--- config.mk ---
export PLATFORM = sky130hd
export DESIGN_NAME = dm_access_ctrl
export DESIGN_NICKNAME = d
export VERILOG_FILES = /design/src/rtl/dm_access_ctrl.sv
export SDC_FILE = /design/constraint.sdc
export NUM_CORES = 1
export LEC_CHECK = 0
export BUFFER_PORTS_ARGS = -buffer_cell sky130_fd_sc_hd__buf_2
export CAP_MARGIN = 25
export CORE_MARGIN = 8
export CORE_UTILIZATION = 56
export DETAILED_ROUTE_END_ITERATION = 8
export HOLD_SLACK_MARGIN = 0.03
export PLACE_DENSITY = 0.83
export SLEW_MARGIN = 20
export SYNTH_ARGS = -nofsm -noshare
export SYNTH_HDL_FRONTEND = slang
export SYNTH_SLANG_ARGS = --single-unit
export TNS_END_PERCENT = 10
--- constraint.sdc ---
create_clock -name clk -period 5.9 [get_ports clk]
set_clock_uncertainty 0.2 [all_clocks]
set_input_delay 0.295 -clock clk [delete_from_list [all_inputs] [get_ports clk]]
set_output_delay 0.295 -clock clk [all_outputs]
set_load 0.01 [all_outputs]
--- src/rtl/dm_access_ctrl.sv ---
// Memory-stage initiator for the single-port data memory: byte/half/word loads
// and stores, with sub-word stores done as read-modify-write.
module dm_access_ctrl #(
  parameter int AWIDTH  = 32,
  parameter int ALENGTH = 128,
  parameter int RD_LAT  = 1
) (
  input  logic              clk,
  input  logic              rst_n,
  // Handshakes: a beat transfers on the rising edge where valid & ready are both 1;
  // the sender holds valid and its payload stable until then.
  input  logic              ReqValid,
  output logic              ReqReady,
  input  logic              ReqWrite,
  input  logic [1:0]        ReqSize,
  input  logic              ReqSigned,
  input  logic [AWIDTH-1:0] ReqAddr,
  input  logic [AWIDTH-1:0] ReqData,
  output logic              RespValid,
  input  logic              RespReady,
  output logic [AWIDTH-1:0] RespData,
  output logic              RespErr,
  output logic              WE2,
  output logic [AWIDTH-1:0] Addr,
  output logic [AWIDTH-1:0] WriDat,
  input  logic [AWIDTH-1:0] ReaDat,
  output logic [1:0]        o_dbg_state
);

  typedef enum logic [1:0] {IDLE, RD, WR, RESP} state_t;

  localparam int CW = (RD_LAT > 1) ? $clog2(RD_LAT) : 1;

  state_t            r_state;
  logic              r_write;
  logic              r_signed;
  logic [1:0]        r_size;
  logic [1:0]        r_lane;
  logic [AWIDTH-1:0] r_data;
  logic [CW-1:0]     r_cnt;

  logic [AWIDTH-1:0] w_idx;
  logic              w_err;
  logic              w_rd_last;
  logic [7:0]        w_byte;
  logic [15:0]       w_half;
  logic [AWIDTH-1:0] w_load;
  logic [AWIDTH-1:0] w_merged;

  assign o_dbg_state = r_state;
  assign w_idx       = {2'b00, ReqAddr[AWIDTH-1:2]};
  assign w_rd_last   = (r_cnt == CW'(RD_LAT - 1));
  assign w_err       = (ReqSize == 2'b11)
                     || (ReqSize == 2'b01 && ReqAddr[0])
                     || (ReqSize == 2'b10 && ReqAddr[1:0] != 2'b00)
                     || (w_idx >= AWIDTH'(ALENGTH));

  // Lane extraction for loads and lane insertion for sub-word stores (little-endian).
  always_comb begin
    w_byte   = ReaDat[{r_lane, 3'b000} +: 8];
    w_half   = ReaDat[{r_lane[1], 4'b0000} +: 16];
    w_load   = ReaDat;
    w_merged = ReaDat;
    case (r_size)
      2'b00: begin
        w_load = {{(AWIDTH-8){r_signed & w_byte[7]}}, w_byte};
        w_merged[{r_lane, 3'b000} +: 8] = r_data[7:0];
      end
      2'b01: begin
        w_load = {{(AWIDTH-16){r_signed & w_half[15]}}, w_half};
        w_merged[{r_lane[1], 4'b0000} +: 16] = r_data[15:0];
      end
      default: ;
    endcase
  end

  always_ff @(posedge clk or negedge rst_n) begin
    if (!rst_n) begin
      r_state   <= IDLE;
      r_write   <= 1'b0;
      r_signed  <= 1'b0;
      r_size    <= 2'b00;
      r_lane    <= 2'b00;
      r_data    <= '0;
      r_cnt     <= '0;
      ReqReady  <= 1'b1;
      RespValid <= 1'b0;
      RespData  <= '0;
      RespErr   <= 1'b0;
      WE2       <= 1'b0;
      Addr      <= '0;
      WriDat    <= '0;
    end else begin
      case (r_state)
        IDLE: if (ReqValid && ReqReady) begin
          ReqReady <= 1'b0;
          r_write  <= ReqWrite;
          r_signed <= ReqSigned;
          r_size   <= ReqSize;
          r_lane   <= ReqAddr[1:0];
          r_data   <= ReqData;
          r_cnt    <= '0;
          Addr     <= w_idx;
          if (w_err) begin
            r_state   <= RESP;
            RespValid <= 1'b1;
            RespErr   <= 1'b1;
            RespData  <= '0;
          end else if (ReqWrite && ReqSize == 2'b10) begin
            r_state <= WR;
            WE2     <= 1'b1;
            WriDat  <= ReqData;
          end else begin
            r_state <= RD;
          end
        end
        RD: begin
          if (w_rd_last) begin
            if (r_write) begin
              r_state <= WR;
              WE2     <= 1'b1;
              WriDat  <= w_merged;
            end else begin
              r_state   <= RESP;
              RespValid <= 1'b1;
              RespData  <= w_load;
              RespErr   <= 1'b0;
            end
          end else begin
            r_cnt <= r_cnt + 1'b1;
          end
        end
        WR: begin
          WE2       <= 1'b0;
          r_state   <= RESP;
          RespValid <= 1'b1;
          RespData  <= '0;
          RespErr   <= 1'b0;
        end
        RESP: if (RespReady) begin
          r_state   <= IDLE;
          RespValid <= 1'b0;
          RespData  <= '0;
          RespErr   <= 1'b0;
          ReqReady  <= 1'b1;
        end
        default: r_state <= IDLE;
      endcase
    end
  end

endmodule

==> results.json <==
{
  "outcome": "completed",
  "yosys_most_used_dff": "dfrtp_1",
  "synthAdderAreaFrac_pct": 1.68,
  "synth-simple-area-share_pct": 12.8,
  "ys_seq_area_share_pct": 45.6,
  "fin_setup_tns_ns": 0,
  "drc": 0,
  "htree_levels": 4,
  "drive_gt1_share_pct": 38.8,
  "grt_pass1_vias": 6853,
  "slew_viol_final": 0,
  "mostFrequentLayoutCells": "202 x buf_2, 121 x dfrtp_1, 60 x nand2_1, 57 x dlygate4sd3_1, 55 x mux2_2",
  "synth-edff-count": 0,
  "synth_top_area_cell": "dfrtp_1",
  "antenna_found_initial": 1,
  "cts_tree": "done",
  "synthTopCellsByArea": "dfrtp_1 45%, mux2_2 9.2%, mux2_4 6.3%",
  "period_share_pct": 48.6,
  "grt_start_max_net_pins": 82,
  "drv_cap": 0,
  "crit_type": "reg2reg",
  "synth_xor_area_share_pct": 0,
  "ys_ff_latch": 122,
  "clk_path_buf_depth": 2,
  "wl_per_cell_um": 24.4,
  "timing.fmax_mhz": 348,
  "cts_resized": 0,
  "syn_inst": 634,
  "start_util_pct": 56.5,
  "power_leakage_uw": 0.00433,
  "num_rows": 40,
  "insertion_delay_ns": 0.42,
  "numCtsBuffers": 17,
  "globalplace.congestion": 0.953,
  "worst_pin_slew_ns": 0.872,
  "ys_types": 57,
  "dieArea_mm2": 0.0157,
  "ys_warn_count": 0,
  "synth_compound_area_share_pct": 19.3,
  "hp-class": "in2reg",
  "drtPass1Iterations": 5,
  "nets": 989,
  "setup_viol": 0,
  "syn_avg_cell_area_um2": 10.6,
  "period_needed_ns": 2.87,
  "synth_top_family_by_area": "compound AO/OA/AOI/OAI gates",
  "grt_pass1_wl_um": 38500,
  "fp.dieH_um": 125,
  "fin_util_pct": 75.7,
  "slew_headroom_pct": 41.7,
  "dp_hpwl_um": 16400,
  "die_w_um": 125,
  "cts_setup_buffers": 0,
  "irDropWorstVdd_mv": 0.433,
  "antenna_left": 0,
  "overflow": 0,
  "clkTransAtPathRegs_ns": 0.06,
  "final_common_cell": "buf_2",
  "io_pins": 206,
  "synth_mux_area_share_pct": 16.4,
  "cts-root-buf": "clkbuf_16",
  "area_delta_synth_final_pct": 33.9,
  "cp-start-kind": "flop",
  "core_area_mm2": 0.0119,
  "p_per_area_mw_per_mm2": 585,
  "crit_path_end_kind": "flop",
  "vias": 6470,
  "critPathRequiredTime_ns": 6.06,
  "routed_wl_um": 25300,
  "netlist_area_mm2": 0.00670,
  "viasPerCell": 6.24,
  "grtUsageTotal_pct": 31.7,
  "arrival_ns": 3.03,
  "rsz0062_at_grt": "false",
  "port_buffers": 203,
  "synth_top_cell_area_share_pct": 45.2,
  "final_hold_viol_count": 0,
  "drtIter0Drc": 682,
  "holdBufCountCts": 57,
  "async_flop_share_pct": 100,
  "critPathMaxFanout": 18,
  "n_fill_cell": 795,
  "cts.sinks": 122
}
[final cells by class]
class                   count  area, µm²  share of cell area (%)
multi-input cells         453       3400                    37.8
flip-flops and latches    122       3050                    34.0
repair buffers            269       1660                    18.5
clock buffers              18        439                    4.89
clock inverters            14        196                    2.19
well taps                 147        184                    2.05
inverters                  13       48.8                   0.543
diodes                      1       2.50                  0.0279
[state kept, by name, indices dropped and copies added, names as in the netlist]
register and count:
r_signed 1, r_write 1, r_size 2, RespData 32
RespErr 1, WriDat 32, Addr 30, r_lane 2
r_data 16, WE2 1, o_dbg_state 2, ReqReady 1
RespValid 1
[path summary, 6_finish.rpt]
path | start | endpoint | slack [ns] | depth (start not counted)
max in group asynchronous | rst_n | WriDat[30]$_DFFE_PN0P_ | 3.92 | 3
min | ReqData[24] | WriDat[24]$_DFFE_PN0P_ | 0.03 | 4
min reg2reg | RespData[2]$_DFFE_PN0P_ | RespData[2]$_DFFE_PN0P_ | 0.27 | 2
max reg2reg | r_lane[1]$_DFFE_PN0P_ | WriDat[6]$_DFFE_PN0P_ | 3.03 | 7
max | r_lane[1]$_DFFE_PN0P_ | WriDat[6]$_DFFE_PN0P_ | 3.03 | 7
min in group asynchronous | rst_n | RespData[12]$_DFFE_PN0P_ | 0.30 | 2
[where the power goes]
part           total (µW)  switching, µW  internal, µW
Clock                1130            410           720
Sequential           1610            369          1240
Combinational        2520           1400          1120
Total                5250           2180          3080
[kinds of logic (layout without fill, tap and decap cells)]
family,after synthesis,after routing
mux,89,89
buf+inv,60,314
flops,122,122
other cells,1,3
compound gates,182,182
fa+ha+maj,9,9
simple gates,171,171
[through the flow]
stage / instances / power (µW) / instance area, µm² / setup WS, ns / hold WS [ns]
6_report: 1037 / 5250 / 8980 / 3.03 / 0.0348
5_1_grt: 1037 / 5500 / 8980 / 2.82 / 0.0463
4_1_cts: 1036 / 5150 / 8970 / 3.16 / 0.0323
3_5_place_dp: 947 / 3980 / 7770 / 3.17 / 0.232
3_3_place_gp: 947 / 3870 / 7770 / 3.24 / 0.216
2_1_floorplan: 635 / 3170 / 6710 / 3.34 / -0.201
[synth_stat cells, types with 2 or more instances]
cell	instances
o22ai_1	3
nor4_2	5
a32oi_1	8
a22oi_1	17
buf_1	4
o21ai_0	37
a31oi_1	15
clkbuf_1	24
o21a_1	2
a221oi_1	6
nor2b_1	7
a21boi_0	2
a21oi_1	24
buf_6	4
mux2_2	55
o221ai_1	7
nand2b_1	24
ha_1	9
nand3_1	4
mux2i_1	6
o31ai_1	2
nor3_1	14
mux2_4	28
nor4bb_1	2
nand2_1	60
a22o_1	41
a41oi_1	2
buf_4	4
dfrtp_1	121
o21ai_1	3
inv_1	13
a2bb2oi_1	2
nor2_1	45
buf_2	11
[worst max-delay path: stages (launching register included)]
cell	delay, ns
dfrtp_1	0.37
inv_1	0.43
ha_1	0.38
nor4bb_1	0.32
a22o_1	0.45
a22oi_1	0.18
a21oi_1	0.27
mux2_4	0.19
[routing by layer]
metal,part of all wire (%),vias to the layer above,GRT usage [%]
li1,-,2822,-
met1,36,3151,35.1
met2,48,398,52.1
met3,10,99,9.86
met4,5.4,0,20.7
met5,0,-,0
Note: power is estimated with default switching activity, not from simulation.
